===== src/rtl/ast_trace_streamer.sv =====
// Debug trace streamer: buffers 12-char ASCII instruction strings and serializes
// them MSB-first onto a valid/ready byte stream, optionally ending each with CR LF.
module ast_trace_streamer #(
  parameter int DEPTH     = 4,
  parameter bit TRAIL_EOL = 1'b1
) (
  input  logic                     Clock_pin,
  input  logic                     Reset_pin,
  input  logic [95:0]              ICis,
  input  logic                     ICis_valid,
  output logic [7:0]               Tx_data,
  output logic                     Tx_valid,
  input  logic                     Tx_ready,
  output logic [$clog2(DEPTH):0]   Fifo_level,
  output logic [7:0]               Overflow_cnt,
  output logic                     Busy
);

  localparam int AW = $clog2(DEPTH);

  typedef enum logic [2:0] {IDLE, LOAD, SEND, CR, LF} state_t;

  state_t        state;
  logic [95:0]   mem [DEPTH];
  logic [AW-1:0] wr_ptr, rd_ptr;
  logic [87:0]   sr;
  logic [3:0]    idx;
  logic          full, pop, push, drop, advance;

  assign full    = (Fifo_level == (AW+1)'(DEPTH));
  assign pop     = (state == LOAD);
  assign push    = ICis_valid && (!full || pop);
  assign drop    = ICis_valid && full && !pop;
  // A NUL slot has Tx_valid low, so it advances without waiting for the sink.
  assign advance = !Tx_valid || Tx_ready;
  assign Busy    = (state != IDLE) || (Fifo_level != '0);

  always_ff @(posedge Clock_pin) begin
    if (push) mem[wr_ptr] <= ICis;
  end

  always_ff @(posedge Clock_pin or posedge Reset_pin) begin
    if (Reset_pin) begin
      wr_ptr       <= '0;
      rd_ptr       <= '0;
      Fifo_level   <= '0;
      Overflow_cnt <= '0;
    end else begin
      if (push) wr_ptr <= wr_ptr + 1'b1;
      if (pop)  rd_ptr <= rd_ptr + 1'b1;
      case ({push, pop})
        2'b10:   Fifo_level <= Fifo_level + 1'b1;
        2'b01:   Fifo_level <= Fifo_level - 1'b1;
        default: ;
      endcase
      if (drop && Overflow_cnt != 8'hFF) Overflow_cnt <= Overflow_cnt + 1'b1;
    end
  end

  // Tx_data/Tx_valid are computed one step ahead so they are pure registers.
  always_ff @(posedge Clock_pin or posedge Reset_pin) begin
    if (Reset_pin) begin
      state    <= IDLE;
      sr       <= '0;
      idx      <= '0;
      Tx_data  <= '0;
      Tx_valid <= 1'b0;
    end else begin
      case (state)
        IDLE: if (Fifo_level != '0) state <= LOAD;
        LOAD: begin
          sr       <= mem[rd_ptr][87:0];
          idx      <= '0;
          Tx_data  <= mem[rd_ptr][95:88];
          Tx_valid <= |mem[rd_ptr][95:88];
          state    <= SEND;
        end
        SEND: if (advance) begin
          if (idx == 4'd11) begin
            if (TRAIL_EOL) begin
              state    <= CR;
              Tx_data  <= 8'h0D;
              Tx_valid <= 1'b1;
            end else begin
              state    <= IDLE;
              Tx_data  <= '0;
              Tx_valid <= 1'b0;
            end
          end else begin
            idx      <= idx + 1'b1;
            sr       <= {sr[79:0], 8'h00};
            Tx_data  <= sr[87:80];
            Tx_valid <= |sr[87:80];
          end
        end
        CR: if (Tx_ready) begin
          state   <= LF;
          Tx_data <= 8'h0A;
        end
        LF: if (Tx_ready) begin
          state    <= IDLE;
          Tx_data  <= '0;
          Tx_valid <= 1'b0;
        end
        default: state <= IDLE;
      endcase
    end
  end

endmodule


===== config.mk =====
export PLATFORM = sky130hd
export DESIGN_NAME = ast_trace_streamer
export DESIGN_NICKNAME = d
export VERILOG_FILES = /design/src/rtl/ast_trace_streamer.sv
export SDC_FILE = /design/constraint.sdc
export NUM_CORES = 1
export LEC_CHECK = 0
export BUFFER_PORTS_ARGS = -buffer_cell sky130_fd_sc_hd__buf_2
export CORE_ASPECT_RATIO = 1.1
export CORE_UTILIZATION = 40
export CTS_CLUSTER_DIAMETER = 60
export DETAILED_ROUTE_END_ITERATION = 10
export GPL_ROUTABILITY_DRIVEN = 1
export PLACE_DENSITY_LB_ADDON = 0.3
export SYNTH_ARGS = -nofsm -noshare
export SYNTH_HDL_FRONTEND = slang
export SYNTH_SLANG_ARGS = --single-unit

===== constraint.sdc =====
create_clock -name Clock_pin -period 4.6 [get_ports Clock_pin]
set_input_delay 0.46 -clock Clock_pin [delete_from_list [all_inputs] [get_ports Clock_pin]]
set_output_delay 0.46 -clock Clock_pin [all_outputs]
set_load 0.05 [all_outputs]

==> results.ini, run 1 <==
[yosys]
syn_inst=1005
yosysSeqAreaShare=0.7449
async_flop_share=0.2366
postSynthAreaPerCell_sq_um=19.38
synth_seq_cells=503
synth_nets=1112
synthDistinctLibCells=53
synthTopCellsByCount=edfxtp_1 (384), dfrtp_1 (119), mux4_2 (96)
synth_top_area_frac=0.5920
synth_area_sq_mm=0.01948
synth_most_common_cell=edfxtp_1
ys_warn_count=0
synth_edf_count=384
synth_flop_cell=edfxtp_1
synth_area_leaders=edfxtp_1 (59%), dfrtp_1 (15%), mux4_2 (11%), mux2i_1 (2.8%), o221a_2 (1.6%)
synth_top_cell_by_area=edfxtp_1

[worst_setup_path]
cp_slowest_stage_delay_ps=690
critPathCaptureType=register
slowest_stage=and2_4
crit_family=simple AND/OR/NAND/NOR gates
path_buf_inv=2
crit_type=register to register
rr_worst_depth=5
worstPathArrival_ps=3270
cp_common_cell=buf_4
required_ps=4850
crit_cells=5
start_kind=register
path_cells=nor3b_4, buf_4, o21a_1, and2_4, buf_4
path_max_fanout=45

[route]
wl_per_cell_microns=21.25
drtAntennaViolNets=0
drt_iter0_drc=575
vias=9400
drt-pass1-iter-count=5
drc=0
vias_per_cell=5.139
routed_wl_mm=38.87

[cells_and_area]
finalInstanceArea_sq_mm=0.02241
fill_cells=4106
drive_gt1_frac=0.3001
syn2layout_area_growth_pct=15.06
finalNetCount=1248

[clock_tree]
htreeDepth=2
worstSkewPairLatency_ps=580
clock-root-buffer=clkbuf_16
clockBufferDepth=3
cts_tree=yes
cts_sinks=503
cts-resized-gates=0
cts_buffers=51
post_cts_buffers=0
holdBufCountCts=0
path_clk_slew_ps=60

[place]
dp_hpwl_mm=24.40
dpl-instance-area_sq_mm=0.02083
dp_slack_ps=1524
gp_congestion=0.7278
portBuffers=120

[grt]
grt_max_degree=68
grt_pass1_wl_mm=59.33
antenna_found_initial=3
grt_busiest_layer=met2
met2_usage=0.2673
met1_usage=0.2199
first_global_vias=9690
grt-ovfl-total=0
grt_usage=0.1623
grt.met3_usage=0.02837

[sta]
tns_ps=0
slew_viol_final=0
worst_slack_ps=1579
worst_slew_pin_slew_ps=1100
max_slew_margin=0.2647
period_share=0.6567
rsz0062_at_grt=no
period_needed_ps=3021
hold_viol=0
finalSetupViolations=0
max_freq_ghz=0.3311
skew_ps=22.17

[outcome]
status=finished clean

[pwr]
p_total_mw=15.39
leakagePower_nw=8.119
ir_drop_v=0.0003352
powerDensity_mw_per_mm2=686.5

[die]
core_sq_mm=0.04793
num_rows=84
initial_core_util=0.4064
die_w_microns=212.4
die_area_sq_mm=0.04958
num_io_pins=121
die_h_microns=233.4

[flow_run]
max_cap_viol_count=0

[worst_hold_path]
hold_path.class=primary input to asynchronous set/reset pin

==> worst paths after layout <==
check | startpoint | to | slack, ps
setup / recovery | state[2]$_DFFE_PP0P_ | mem[3][57]$_DFFE_PP_ | 1580
max in group asynchronous | Reset_pin | rd_ptr[0]$_DFFE_PP0N_ | 3630
setup reg to reg | state[2]$_DFFE_PP0P_ | mem[3][57]$_DFFE_PP_ | 1580
hold reg to reg | sr[28]$_DFFE_PP0P_ | sr[28]$_DFFE_PP0P_ | 480
min in group Clock_pin | ICis[23] | mem[2][23]$_DFFE_PP_ | 90
hold / removal | Reset_pin | Fifo_level[1]$_DFFE_PP0P_ | 30
==> per-layer routing <==
| layer | vias up | wire length [microns] |
|---|---|---|
| li1 | 4292 | - |
| met1 | 4847 | 17140 |
| met3 | 57 | 1720 |
| met5 | - | 33 |
| met4 | 4 | 766 |
| met2 | 200 | 19220 |
==> report_power, final <==
group | switching [mW] | internal [mW] | leakage (nW)
logic | 2.50 | 2.10 | 2.40
registers | 0.729 | 6.17 | 4.96
clock network | 1.65 | 2.24 | 0.758
==> cells in the final DEF (no fill, tap or decap), types with 2 or more instances in the layout <==
cell        instances
clkinv_1           12
clkinvlp_4          4
nor4_2              2
buf_4              11
bufinv_16           2
ha_1                6
nor4_1              3
o221a_2            27
o21ai_0            57
clkbuf_1           15
o2bb2ai_1           3
inv_1               7
nor3b_1             2
or3_1               2
o31ai_1             2
mux2i_1            54
clkinv_2            6
dfrtp_4             2
nand2b_1           33
a21oi_1             6
buf_12              6
nand2_1            60
nor2_1             10
and2_4              4
xnor2_1             5
xor2_1              8
a22o_1             12
clkbuf_16          53
nor3_1              4
mux2_2              9
nand3_1             8
a2bb2oi_1           2
dfrtp_1           117
edfxtp_1          384
mux4_2             96
o221a_1             2
buf_2             120
==> cell families after synthesis <==
| family | Yosys count | share of synthesized area |
|---|---|---|
| buffers and inverters | 62 | 0.01670 |
| adder cells (fa/ha/maj) | 7 | 0.004882 |
| AO/OA/AOI/OAI | 121 | 0.04580 |
| multiplexers | 159 | 0.1440 |
| XOR/XNOR | 13 | 0.005846 |
| flip-flops | 503 | 0.7449 |
| AND/OR/NAND/NOR | 140 | 0.03790 |
==> registers in the layout, indices dropped and copies added (netlist names) <==
name / count
idx: 4
wr_ptr: 2
Overflow_cnt: 8
mem: 384
sr: 88
rd_ptr: 2
Fifo_level: 3
state: 3
Tx_valid: 1
Tx_data: 8
==> cell type report <==
type                    count  area [sq um]  area share
diodes                      1         2.502   0.0001117
clock buffers              69          1396     0.06230
clock inverters            26         182.7    0.008151
inverters                   8         32.53    0.001452
multi-input cells         440          4671      0.2084
flip-flops and latches    503         14520      0.6477
well taps                 645         807.0     0.03601
repair buffers            137         803.3     0.03584
==> metrics by stage <==
stage	instances	util	hold WS, ps
floorplan	1005	-	449.2
finish	1829	0.4676	25.82
global placement	1733	0.4346	460.9
detailed placement	1733	0.4346	469.8
global route	1828	0.4676	65.21
CTS	1828	0.4676	29.02
(Power assumes the default switching activity.)
==> run 2, diff against run 1 <==
--- a/config.mk
+++ b/config.mk
@@ -5,6 +5,7 @@
 export SDC_FILE = /design/constraint.sdc
 export NUM_CORES = 1
 export LEC_CHECK = 0
+export ABC_AREA = 1
 export BUFFER_PORTS_ARGS = -buffer_cell sky130_fd_sc_hd__buf_2
 export CORE_ASPECT_RATIO = 1.1
 export CORE_UTILIZATION = 40
==> constraint.sdc (replaced) <==
create_clock -name Clock_pin -period 3 [get_ports Clock_pin]
set_input_delay 0.3 -clock Clock_pin [delete_from_list [all_inputs] [get_ports Clock_pin]]
set_output_delay 0.3 -clock Clock_pin [all_outputs]
set_load 0.05 [all_outputs]
==> run 2 against run 1 <==
  * Combinational power up 93%
  * Clock-buffer cell count down 1
  * Critical endpoint is now sr[43]$_DFFE_PP0P_
  * Utilization up 2.4 points
  * Setup slack worse by 850 ps
  * Largest cell class unchanged
  * Clock skew up 6.7 ps
==> results.ini, run 2 <==
[clock_tree]
cts_sinks=503
worstSkewPairLatency_ps=610
cts_buffers=52
path_clk_slew_ps=60
htreeDepth=2
cts_tree=yes
clockBufferDepth=3
clock-root-buffer=clkbuf_16

[yosys]
synth_simple_gate_area_frac=0.1004
synthTopCellsByCount=edfxtp_1 (384), nor2_1 (313), o21ai_0 (241)
synth_fa_ha_area_frac=0.004825
synth_compound_area_frac=0.1204
synth-xor-area-share=0.004889
synth_mux_area_frac=0
synth_flop_cell=edfxtp_1
synth_area_leaders=edfxtp_1 (59%), dfrtp_1 (15%), o21ai_0 (6.1%), nor2_1 (6.0%), o22ai_1 (3.6%)
synth_most_common_cell=edfxtp_1
async_flop_share=0.2366
synth_top_family_by_area=compound AO/OA/AOI/OAI gates
synth_seq_cells=503
synth_edf_count=384
synth_nets=1709
ys_warn_count=0
yosysSeqAreaShare=0.7362
synth_area_sq_mm=0.01971
synthDistinctLibCells=33
synth_top_area_frac=0.5851
postSynthAreaPerCell_sq_um=12.30
synth_top_cell_by_area=edfxtp_1
syn_inst=1602

[cells_and_area]
register_area_sq_mm=0.01451
drive_gt1_frac=0.1401
layout_commonest_cell=edfxtp_1
finalNetCount=1905
largest_reg_flops=384
final_core_util=0.4916
multi_input_area_sq_mm=0.004577
fin_cells=2487
reg_top3=mem (384), sr (88)
syn2layout_area_growth_pct=20.33
top_register=mem
layout_common_cells=edfxtp_1 (384), nor2_1 (309), o21ai_0 (241), nand2_1 (150), buf_2 (120)
fill_cells=4203

[pwr]
leakagePower_nw=8.756
powerDensity_mw_per_mm2=1089
p_total_mw=25.83
ir_drop_v=0.0009014

[worst_setup_path]
worstPathArrival_ps=2800
critPathCaptureType=register
start_kind=register
required_ps=3530
path_buf_inv=2
crit_type=register to register
path_cells=inv_2, buf_4, o21ai_0, o22ai_1, nor2_1, o21ai_1
cp_slowest_stage_delay_ps=750
r2r-start=rd_ptr[1]$_DFFE_PP0N_
crit_path_start=rd_ptr[1]$_DFFE_PP0N_
slowest_stage=dfrtp_2
path_max_fanout=51
crit_family=flip-flops

[route]
routed_wl_mm=47.00
drc=0
drtAntennaViolNets=0
wl_per_cell_microns=18.90
vias=13040
vias_per_cell=5.244
drt_iter0_drc=999
drt-pass1-iter-count=8

[sta]
holdWs_ps=83.78
finalSetupViolations=0
period_needed_ps=2273
period_share=0.7576
worst_slew_pin_slew_ps=930.3
rsz0062_at_grt=no
max_slew_margin=0.3798
slew_viol_final=0
skew_ps=28.89
hold_viol=0
max_freq_ghz=0.4400
tns_ps=0

[grt]
grt_max_degree=193
grt_pass1_wl_mm=73.77
first_global_vias=12840
grt_usage=0.1922
grt-ovfl-total=0
antenna_found_initial=2

[place]
dp_hpwl_mm=26.34
portBuffers=120
gp_congestion=0.8327
dp.cells=2292

[die]
die_w_microns=213.6
die_area_sq_mm=0.05016
num_io_pins=121
die_h_microns=234.8
initial_core_util=0.4085
num_rows=84
core_sq_mm=0.04824

[flow_run]
max_cap_viol_count=0

[outcome]
status=finished clean

[worst_hold_path]
hold_path.class=primary input to register
hp-start=Tx_ready

run 2: cell count changes in the layout (fill, tap and decap cells not counted), moves of 54 or more:
cell and change:
dlygate4sd3_1 +97, mux2i_1 -54, mux4_2 -96, nand2_1 +90, nor2_1 +299, o21ai_0 +184
o22ai_1 +112
run 2: final cells by class:
type	count	area share
sequential	503	0.6120
clock inverter	29	0.01409
clock buffer	68	0.06036
multi-input combinational	955	0.1930
timing repair buffer	240	0.07883
tap	645	0.03403
inverter	46	0.007545
antenna	1	0.0001055
run 2: power breakdown:
group | switching [mW] | internal, mW | total (mW) | leakage (nW)
registers | 0.875 | 9.52 | 10.4 | 4.95
logic | 6.23 | 2.64 | 8.88 | 2.94
clock network | 2.73 | 3.83 | 6.56 | 0.870
run 2: repair_timing:
item / in CTS / in global routing
gates resized for setup: 0 / 0
endpoints found under the setup margin: 0 / 0
hold endpoints to repair: 412 / 0
hold buffers: 97 / 0
buffers inserted: 0 / 0
run 2: path summary, 6_finish.rpt:
path	to	slack, ps	cells past startpoint
max	sr[43]$_DFFE_PP0P_	730	6
max reg2reg	sr[43]$_DFFE_PP0P_	730	6
min in group asynchronous	Overflow_cnt[7]$_DFFE_PP0P_	410	3
min	state[0]$_DFFE_PP0P_	80	4
min reg2reg	Tx_data[2]$_DFFE_PP0P_	480	2
max in group asynchronous	sr[19]$_DFFE_PP0P_	1860	4
run 2: worst register-to-register path, stage by stage, from the launching register on:
cell     delay, ps
dfrtp_2        750
inv_2          170
buf_4          540
o21ai_0        210
o22ai_1        330
nor2_1          70
o21ai_1        130
run 2: kinds of logic after synthesis:
kind of cell / count (synthesis)
flops: 503
xor+xnor: 11
simple gates: 505
buf+inv: 144
compound gates: 432
fa+ha+maj: 7
run 2: metrics by stage:
stage / worst slack [ps] / area (sq um)
2_1_floorplan: -1029 / 19720
3_3_place_gp: 756.8 / 20980
3_5_place_dp: 714.1 / 20980
4_1_cts: 705.4 / 23710
5_1_grt: 585.0 / 23710
6_report: 727.3 / 23710
run 2: per-layer routing:
layer / track usage / up-vias / part of all wire
met3: 0.02807 / 64 / 0.048
met2: 0.3090 / 337 / 0.48
met5: 0 / - / 0.00028
met1: 0.2664 / 6516 / 0.45
li1: - / 6123 / -
met4: 0.06494 / 2 / 0.023
